--- src/rtl/bypass_adder_pipe.sv ---
// bypass_adder_pipe
//   Pipelined carry-bypass (carry-skip) adder/subtractor. Operands are cut into
//   BLOCK-bit skip blocks. Each pipeline stage resolves one block. A block's
//   carry-out takes the bypass path when every bit of that block propagates.
//   There is one register per block, and the last one is the output register,
//   so the latency from accept to out_valid is NBLK cycles when nothing stalls.
//
// Ports
//   clk, rst            clock (rising edge), synchronous active-high reset
//   in_valid/in_ready   input handshake; in_ready drops only while the output stalls
//   A, B, Cin, Sub      operands; Sub=1 computes A-B (Cin is ignored)
//   out_valid/out_ready output handshake
//   S, Cout, Ovf        result, MSB carry-out (no-borrow for Sub), signed overflow
//   Skip                bit k set when block k took the bypass path
module bypass_adder_pipe #(
    parameter int WIDTH = 32,
    parameter int BLOCK = 8
) (
    input  logic                   clk,
    input  logic                   rst,
    input  logic                   in_valid,
    output logic                   in_ready,
    input  logic [WIDTH-1:0]       A,
    input  logic [WIDTH-1:0]       B,
    input  logic                   Cin,
    input  logic                   Sub,
    output logic                   out_valid,
    input  logic                   out_ready,
    output logic [WIDTH-1:0]       S,
    output logic                   Cout,
    output logic                   Ovf,
    output logic [WIDTH/BLOCK-1:0] Skip
);

    localparam int NBLK = WIDTH / BLOCK;

    typedef struct packed {
        logic [BLOCK-1:0] sum;
        logic             cout;   // ripple carry out of the block
        logic             cmsb;   // carry into the top bit of the block
        logic             p;      // block propagate
    } blk_res_t;

    function automatic blk_res_t blk_add(input logic [BLOCK-1:0] a,
                                         input logic [BLOCK-1:0] b,
                                         input logic             cin);
        blk_res_t r;
        logic     c;
        c      = cin;
        r.sum  = '0;
        r.cmsb = 1'b0;
        for (int i = 0; i < BLOCK; i++) begin
            if (i == BLOCK - 1) r.cmsb = c;
            r.sum[i] = a[i] ^ b[i] ^ c;
            c        = (a[i] & b[i]) | ((a[i] ^ b[i]) & c);
        end
        r.cout = c;
        r.p    = &(a ^ b);
        return r;
    endfunction

    // Register k holds the state after block k has been resolved. Register
    // NBLK-1 is the output register.
    logic             v_q    [NBLK];
    logic [WIDTH-1:0] a_q    [NBLK];
    logic [WIDTH-1:0] b_q    [NBLK];
    logic             c_q    [NBLK];
    logic [WIDTH-1:0] sum_q  [NBLK];
    logic [NBLK-1:0]  skip_q [NBLK];
    logic             ovf_q;

    // Stage inputs: stage 0 sees the prepared operands, stage k sees register k-1.
    logic             in_v    [NBLK];
    logic [WIDTH-1:0] in_a    [NBLK];
    logic [WIDTH-1:0] in_b    [NBLK];
    logic             in_c    [NBLK];
    logic [WIDTH-1:0] in_sum  [NBLK];
    logic [NBLK-1:0]  in_skip [NBLK];

    blk_res_t         res      [NBLK];
    logic [WIDTH-1:0] nxt_sum  [NBLK];
    logic [NBLK-1:0]  nxt_skip [NBLK];
    logic             blk_c    [NBLK];

    logic stall;

    assign stall     = v_q[NBLK-1] & ~out_ready;
    assign in_ready  = ~stall;

    assign out_valid = v_q[NBLK-1];
    assign S         = sum_q[NBLK-1];
    assign Cout      = c_q[NBLK-1];
    assign Skip      = skip_q[NBLK-1];
    assign Ovf       = ovf_q;

    for (genvar k = 0; k < NBLK; k++) begin : g_stage
        if (k == 0) begin : g_first
            // Subtraction is A + ~B + 1; Cin is ignored in that case.
            assign in_v[k]    = in_valid;
            assign in_a[k]    = A;
            assign in_b[k]    = Sub ? ~B : B;
            assign in_c[k]    = Sub ? 1'b1 : Cin;
            assign in_sum[k]  = '0;
            assign in_skip[k] = '0;
        end else begin : g_next
            assign in_v[k]    = v_q[k-1];
            assign in_a[k]    = a_q[k-1];
            assign in_b[k]    = b_q[k-1];
            assign in_c[k]    = c_q[k-1];
            assign in_sum[k]  = sum_q[k-1];
            assign in_skip[k] = skip_q[k-1];
        end

        assign res[k]      = blk_add(in_a[k][k*BLOCK +: BLOCK],
                                     in_b[k][k*BLOCK +: BLOCK], in_c[k]);
        // Bits above the current block are still zero, so OR-ing inserts it.
        assign nxt_sum[k]  = in_sum[k] | (WIDTH'(res[k].sum) << (k * BLOCK));
        assign nxt_skip[k] = in_skip[k] | (NBLK'(res[k].p) << k);
        // When the block propagates, the carry-in goes around the ripple chain.
        assign blk_c[k]    = res[k].p ? in_c[k] : res[k].cout;
    end

    always_ff @(posedge clk) begin
        if (rst) begin
            for (int k = 0; k < NBLK; k++) begin
                v_q[k]    <= 1'b0;
                a_q[k]    <= '0;
                b_q[k]    <= '0;
                c_q[k]    <= 1'b0;
                sum_q[k]  <= '0;
                skip_q[k] <= '0;
            end
            ovf_q <= 1'b0;
        end else if (!stall) begin
            // Every stage advances together, bubbles included, so order is kept.
            for (int k = 0; k < NBLK; k++) begin
                v_q[k]    <= in_v[k];
                a_q[k]    <= in_a[k];
                b_q[k]    <= in_b[k];
                c_q[k]    <= blk_c[k];
                sum_q[k]  <= nxt_sum[k];
                skip_q[k] <= nxt_skip[k];
            end
            ovf_q <= res[NBLK-1].cmsb ^ blk_c[NBLK-1];
        end
    end

endmodule

--- config.mk ---
export PLATFORM = sky130hd
export DESIGN_NAME = bypass_adder_pipe
export DESIGN_NICKNAME = d
export VERILOG_FILES = /design/src/rtl/bypass_adder_pipe.sv
export SDC_FILE = /design/constraint.sdc
export NUM_CORES = 1
export LEC_CHECK = 0
export ABC_CLOCK_PERIOD_IN_PS = 9800
export CELL_PAD_IN_SITES_DETAIL_PLACEMENT = 2
export CELL_PAD_IN_SITES_GLOBAL_PLACEMENT = 2
export CORE_MARGIN = 5
export CORE_UTILIZATION = 44
export CTS_BUF_LIST = sky130_fd_sc_hd__clkbuf_4
export CTS_CLUSTER_SIZE = 8
export DETAILED_ROUTE_END_ITERATION = 12
export GPL_TIMING_DRIVEN = 0
export HOLD_SLACK_MARGIN = 0.05
export PLACE_DENSITY = 0.84
export SLEW_MARGIN = 20
export SYNTH_ARGS = -nofsm -noshare
export SYNTH_HDL_FRONTEND = slang
export SYNTH_SLANG_ARGS = --single-unit
--- constraint.sdc ---
create_clock -name clk -period 9.8 [get_ports clk]
set_input_delay 2.45 -clock clk [delete_from_list [all_inputs] [get_ports clk]]
set_output_delay 2.45 -clock clk [all_outputs]
set_load 0.005 [all_outputs]
# Yosys cells after proc, flatten, opt, wreduce, memory -nomap -nowiden

Memory sizes are Yosys's and may differ from the RTL's.
Cells that the tools add are included.

Reductions and logical operators: 4
Div/mod/pow operators: 0
Multipliers: 0
Magnitude comparators: 0
Shifts and indexed selects: 0
Multiplexer cells: 35
Add/sub/neg operators: 0
Eq/ne operators: 0
Bitwise operators: 199

Operators by type and width:

| operator             | count |
|---|---|
| two-way mux 32 bit   | 13 |
| bitwise AND 1 bit    | 65 |
| XOR 1 bit            | 65 |
| OR 1 bit             | 56 |
| inverter 32 bit      | 1 |
| OR 32 x 16 -> 32 bit | 1 |
| OR 32 x 24 -> 32 bit | 1 |
| OR 32 bit            | 1 |
| AND reduction 8 bit  | 4 |
| XOR 8 bit            | 4 |
| two-way mux 1 bit    | 18 |
| two-way mux 4 bit    | 4 |
| OR 4 x 2 -> 4 bit    | 1 |
| OR 4 x 3 -> 4 bit    | 1 |
| OR 4 bit             | 1 |
| inverter 1 bit       | 2 |

Memory bits (read-only): 0
Bits in registers: 1
Bits in latches: 0
Memories: 6
RAM bits: 408
Input port bits: 70
Logic and storage cells: 245
Output and inout bits: 40

Memory list:

| memory | words | bits a word | read ports | clocked after Yosys merged registers in | wr ports | RTL line | source |
|---|---|---|---|---|---|---|---|
| a_q    | 4     | 32          | 3          | 0                                       | 4        | 65       | `logic [WIDTH-1:0] a_q [NBLK];` |
| b_q    | 4     | 32          | 3          | 0                                       | 4        | 66       | `logic [WIDTH-1:0] b_q [NBLK];` |
| sum_q  | 4     | 32          | 4          | 0                                       | 4        | 68       | `logic [WIDTH-1:0] sum_q [NBLK];` |
| skip_q | 4     | 4           | 4          | 0                                       | 4        | 69       | `logic [NBLK-1:0] skip_q [NBLK];` |
| c_q    | 4     | 1           | 4          | 0                                       | 4        | 67       | `logic c_q [NBLK];` |
| v_q    | 4     | 1           | 4          | 0                                       | 4        | 64       | `logic v_q [NBLK];` |

# Depth between registers and ports, before layout

Gate-level depths: netlist of the first run.

Depth in word-level cells: 21
Depth in mapped cells: 15
Gate-level depth less buffers: 13

# Least setup slack after synthesis of the first run

No wires, ideal clock.

Path type: input-to-reg
Start point: input port Sub
End point: memory sum_q[0][7], data pin
Path slack: 3.396 ns
Library setup time: 0.255 ns
Buffers on the path: 2
Required time: 9.545 ns
Data arrival time: 6.149 ns
Stages on the path: 14
Path through: buf_2 buf_2 xor2_1 fa_1 inv_1 fa_1 fa_1 fa_1 fa_1 fa_1 fa_1 inv_1 fa_1 and2_1

RTL lines:

| what            | RTL line | source |
|---|---|---|
| start, declared | 26       | `input logic Sub,` |
| end, declared   | 68       |  |

==> results of run 1 <==
power by group through the flow:
stage / combinational (mW) / clock (mW) / sequential (mW)
finish: 0.183 / 0.460 / 1.01
global route: 0.202 / 0.514 / 1.01
CTS: 0.188 / 0.476 / 1.01
detailed placement: 0.182 / 0 / 1.03
global placement: 0.161 / 0 / 1.02
floorplan: 0.0847 / 0 / 1.01
worst max-delay path, delay by kind of cell:
family / cells / cell delay, ns
xor+xnor: 1 / 0.33
fa+ha+maj: 8 / 3.15
buf+inv: 4 / 0.71
simple gates: 1 / 0.17
stage by stage:
stage | area (µm²) | std cells | power [mW] | setup slack [ns] | hold slack (ns)
after floorplan | 8720 | 573 | 1.10 | 3.40 | 0.497
after global placement | 10100 | 946 | 1.18 | 3.06 | 0.500
after detailed placement | 10200 | 949 | 1.21 | 2.75 | 0.506
after CTS | 10500 | 981 | 1.67 | 3.35 | 0.542
after global routing | 10500 | 981 | 1.73 | 3.28 | 0.553
final | 10500 | 981 | 1.65 | 3.34 | 0.538
cells in the final DEF, fill, tap and decap left out, types with 2 or more instances in the layout:
cell / n
o311a_1: 2
ha_1: 32
clkbuf_4: 19
and2_1: 150
clkinvlp_4: 2
nand4_1: 9
buf_2: 12
bufinv_16: 3
nor3_1: 3
inv_1: 36
nor2_1: 43
xor2_1: 8
buf_16: 3
edfxtp_1: 194
xnor2_1: 24
clkinv_2: 2
clkbuf_1: 12
clkinv_1: 2
buf_6: 2
fa_1: 32
o21ai_0: 2
clkinv_4: 3
clkdlybuf4s50_1: 108
state kept, by name, summed over array words and instances (netlist names):
signal and cells:
Ovf 1, a_q 48, b_q 48, c_q 4, skip_q 10, sum_q 80
v_q 4
cell families after synthesis:
family	share of synthesized area [%]
XOR/XNOR	3.21
AND/OR/NAND/NOR	14.1
buffers and inverters	3.01
AO/OA/AOI/OAI	0.617
multiplexers	0.115
adder cells (fa/ha/maj)	11.9
flip-flops	67.0
final timing paths:
| kind | from | end | depth (start not counted) |
|---|---|---|---|
| min | sum_q[0][71] | sum_q[0][103] | 1 |
| max | Sub | sum_q[0][7] | 14 |
| max reg2reg | c_q[0][2] | sum_q[0][127] | 12 |
| min reg2reg | sum_q[0][71] | sum_q[0][103] | 1 |
per-layer routing:
metal	global-route usage [%]	up-vias
li1	-	2176
met1	21.9	2441
met2	38.3	120
met3	4.94	24
met4	5.08	0
met5	0	-
final cells by class:
class | instances | area [µm²]
buffer | 26 | 128
clock buffer | 19 | 143
clock inverter | 13 | 160
fill | 1807 | 8940
inverter | 36 | 135
multi-input combinational | 316 | 2610
sequential | 195 | 5850
tap | 265 | 332
timing repair buffer | 111 | 1160
==> out/summary.txt, run 1 <==
final setup fails: 0
clock power share: 27.9%
cell mode on critical path: fa_1
Post-Syn Area: 0.00872 mm²
CTS resizes: 0
TritonCTS Buffers: 17
post-route DRC violation count: 0
Antenna diodes: 0
Rows: 51
syn nets: 707
CTS tree: done
most frequent cell after synthesis: edfxtp_1
Async SR Flop Fraction: 0%
core box area: 0.0195 mm²
biggest area consumer among synthesized cells: edfxtp_1
Final min period: 6.46 ns
share of cells above drive strength 1: 7.12%
RSZ-0062 raised after global routing: no
Worst Max-Slew Pin Slew: 0.668 ns
DR pass1 iterations: 4
Clk Latency, worst-skew pair: 0.58 ns
Max FO, Critical Path: 10
WP data arrival: 6.82 ns
top sig layer: met4
first-pass GRT wire length: 32,900 µm
clock sinks: 195
hold_buf cts: 0
share of Yosys cell area claimed by the top area cell type: 66.8%
fin crit share: 65.9%
vias: 4,761
Met2 Wirelength: 12,100 µm
chip width: 151 µm
DR WL/cell: 21.7 µm
maximum VDD drop: 0.0710 mV
synth top area cells: edfxtp_1, and2_1, fa_1
hpwl dp: 15,800 µm
Final ANT Viol Nets: 0
status: complete, no violations
Cells after Synth: 573
Switch Pwr: 394 µW
leak pwr: 4.34 nW
Worst Setup End Kind: flop
gp weighted congestion: 0.807
slew margin rel.: 55.5%
DR iter-0 viols: 261
vias per cell: 4.85
Yosys reg bits: 195
grt ovf: 0
H-tree lvl count: 4
fmax: 0.155 GHz
PwrDens: 157 mW/mm²
Util after Layout: 54.1%
internal power: 1.26 mW
Final Skew: 0.0176 ns
Post-CTS Setup Repair Bufs: 0
Max Cap Violations: 0
met3 WL: 828 µm
synthesized area per cell: 15.2 µm²
Post-synth EDFFs: 194
Flop pwr share: 61.0%
Total Wirelength: 21,300 µm
Die Span Y: 151 µm
Min-Delay Path Class: reg -> reg
Netlist cell types: 26
vias in the first global route: 5,697
synth warn: 0
Area growth syn-to-layout: 20.6%
max-slew violation count: 0
logic gate share of total power: 11.1%
Metal-1 WL: 8000 µm
list of most frequent post-synthesis cells: edfxtp_1, and2_1, nor2_1
Main synth FF type: edfxtp_1
antenna violations before repair: 0
PortBufs: 108
GR Util All Layers: 19.9%
deepest clock path buffer count: 2
critical-path cell list: buf_2, buf_2, xor2_1, fa_1, inv_1, fa_1, fa_1, fa_1, fa_1, fa_1, fa_1, inv_1, fa_1, and2_1
nets@finish: 837
Net Sw Frac: 23.9%
R2R Setup Slk: 5.17 ns
Setup crit start kind: primary input
Fin Setup TNS: 0 ns
io pins: 110
Fin. Hold Viols: 0
Clock Root Buffer: clkbuf_4
Starting Density: 44.8%
CP max-delay cell: fa_1
largest stage delay on the critical path: 0.45 ns
die area: 0.0227 mm²
Worst-path clk slew: 0.16 ns
critical path class: in -> reg
Seq/Total Area, Yosys: 67.0%
largest net degree at the start of global routing: 57
CP Data Required Time: 10.16 ns
No activity file was read; power rests on OpenSTA's default activity.
==> run 2: changes to the inputs <==
- ABC_CLOCK_PERIOD_IN_PS: 9800 -> 6730
- CORE_UTILIZATION: 44 -> 41
- PLACE_DENSITY: 0.84 -> 0.79
- clock period: 9.8 -> 6.73 ns (I/O delays scaled with it)
==> run 2 against run 1 <==
Critical path depth stayed put; largest power group unchanged; setup slack got worse by 2.2 ns; sequential share of layout area is 0.13 points higher; largest cell class unchanged; die area up 6.8%.
==> out/summary.txt, run 2 (synthesis gave the netlist of run 1 again) <==
PwrDens: 224 mW/mm² (+43%)
hold_buf cts: 0 (unchanged)
internal power: 1.78 mW (+42%)
Fin. Hold Viols: 0 (unchanged)
Clk Latency, worst-skew pair: 0.59 ns (about the same)
Max FO, Critical Path: 10 (unchanged)
most frequent cells in the layout: edfxtp_1, and2_1, clkdlybuf4s50_1
Final min period: 5.63 ns
Regs by FF count: sum_q (80), a_q (48), b_q (48)
Fin Setup TNS: 0 ns (unchanged)
share of cells above drive strength 1: 6.99% (-0.13 points)
slew margin rel.: 48.3% (-7.2 points)
Post-CTS Setup Repair Bufs: 0 (unchanged)
R2R Setup Slk: 2.12 ns (-3.05 ns)
maximum VDD drop: 0.0878 mV (+24%)
PortBufs: 108 (unchanged)
final setup fails: 0 (unchanged)
vias per cell: 4.75 (-2.1%)
grt ovf: 0 (unchanged)
H-tree lvl count: 4 (unchanged)
Setup WS pre-CTS: 0.465 ns (-2.28 ns)
Finished Layout Cells: 991 (+1.0%)
CTS tree: done
Switch Pwr: 572 µW (+45%)
Final ANT Viol Nets: 0 (unchanged)
Net Sw Frac: 24.3% (+0.40 points)
die area: 0.0243 mm² (+6.8%)
fmax: 0.178 GHz
status: complete, no violations
Final Skew: 0.0231 ns (+0.00554 ns)
Die Span Y: 156 µm (+3.4%)
Starting Density: 41.6% (-3.2 points)
Top reg by flops: sum_q
commonest non-fill, non-tap cell in the layout: edfxtp_1
Area growth syn-to-layout: 20.4%
Rows: 53 (+3.9%)
Flop pwr share: 62.1% (+1.1 points)
Clock Root Buffer: clkbuf_4
chip width: 156 µm (+3.4%)
largest net degree at the start of global routing: 56 (-1.8%)
DR pass1 iterations: 6 (+2)
leak pwr: 4.32 nW (-0.44%)
io pins: 110 (unchanged)
clock power share: 26.8% (-1.1 points)
number of flip-flops in the largest register: 80 (unchanged)
Setup crit start kind: primary input
Min-Delay Path Class: reg -> reg
final worst slack: 1.10 ns (-2.23 ns)
Worst Max-Slew Pin Slew: 0.776 ns (+0.108 ns)
post-route DRC violation count: 0 (unchanged)
CP Data Required Time: 7.08 ns (-3.08 ns)
Util after Layout: 50.1% (-4.0 points)
Post-Layout Inst Area: 0.0105 mm² (-0.23%)
GR Util All Layers: 17.9% (-2.1 points)
Max Cap Violations: 0 (unchanged)
Worst-path clk slew: 0.15 ns (about the same)
DR WL/cell: 20.9 µm (-4.1%)
antenna violations before repair: 2 (+2)
max-slew violation count: 0 (unchanged)
fin crit share: 83.6%
first-pass GRT wire length: 32,000 µm (-2.7%)
TritonCTS Buffers: 17 (unchanged)
Total Wirelength: 20,700 µm (-3.1%)
CTS resizes: 0 (unchanged)
Worst Setup End Kind: flop
vias in the first global route: 5,662 (-0.61%)
gp weighted congestion: 0.799 (-0.98%)
deepest clock path buffer count: 2 (unchanged)
DR iter-0 viols: 223 (-15%)
vias: 4,709 (-1.1%)
RSZ-0062 raised after global routing: no
logic gate share of total power: 11.1% (about the same)
clock sinks: 195 (unchanged)
nets@finish: 837 (unchanged)
DP Area: 0.0102 mm² (about the same)
WP data arrival: 5.98 ns (-0.84 ns)
hpwl dp: 15,300 µm (-3.0%)
DP Cell Count: 959 (+1.1%)
critical path class: in -> reg
core box area: 0.0210 mm² (+7.7%)
[run 2: layer usage]
| layer | vias up | part of all wire, % | GRT usage (%) |
|---|---|---|---|
| met2 | 97 | 57 | 34.5 |
| met4 | 0 | 1.8 | 6.29 |
| met1 | 2417 | 38 | 19.6 |
| li1 | 2170 | - | - |
| met3 | 25 | 2.8 | 3.05 |
| met5 | - | 0 | 0 |
[run 2: critical path, stage by stage]
cell and delay, ns:
buf_2 0.18, buf_2 0.35, xor2_1 0.29, fa_1 0.23, inv_1 0.06, fa_1 0.41, fa_1 0.43, fa_1 0.41
fa_1 0.42, fa_1 0.43, fa_1 0.41, inv_1 0.09, fa_1 0.42, and2_1 0.16
[run 2: final cells by class]
class,instances,area [µm²]
clock inverters,13,136
fillers,1995,10500
flip-flops and latches,195,5850
inverters,36,135
diodes,1,2.50
repair buffers,111,1160
well taps,275,344
multi-input cells,316,2610
clock buffers,18,135
plain buffers,26,128
[run 2: metrics by stage]
stage	hold WS (ns)	power (mW)
global route	0.542	2.46
CTS	0.536	2.39
finish	0.530	2.36
floorplan	0.497	1.60
detailed placement	0.508	1.76
global placement	0.499	1.72
[run 2: power groups by stage]
stage                     combinational (mW)  sequential [mW]  clock (mW)
after global routing                   0.289             1.47       0.702
after global placement                 0.239             1.48           0
after detailed placement               0.264             1.49           0
final                                  0.261             1.46       0.632
after CTS                              0.269             1.46       0.652
after floorplan                        0.123             1.48           0
[run 2: worst paths after layout]
path | startpoint | end | cells past startpoint
worst max-delay path | Sub | sum_q[0][7] | 14
worst min-delay path | sum_q[0][47] | sum_q[0][79] | 1
worst max register to register | c_q[0][2] | sum_q[0][127] | 12
worst min register to register | sum_q[0][47] | sum_q[0][79] | 1
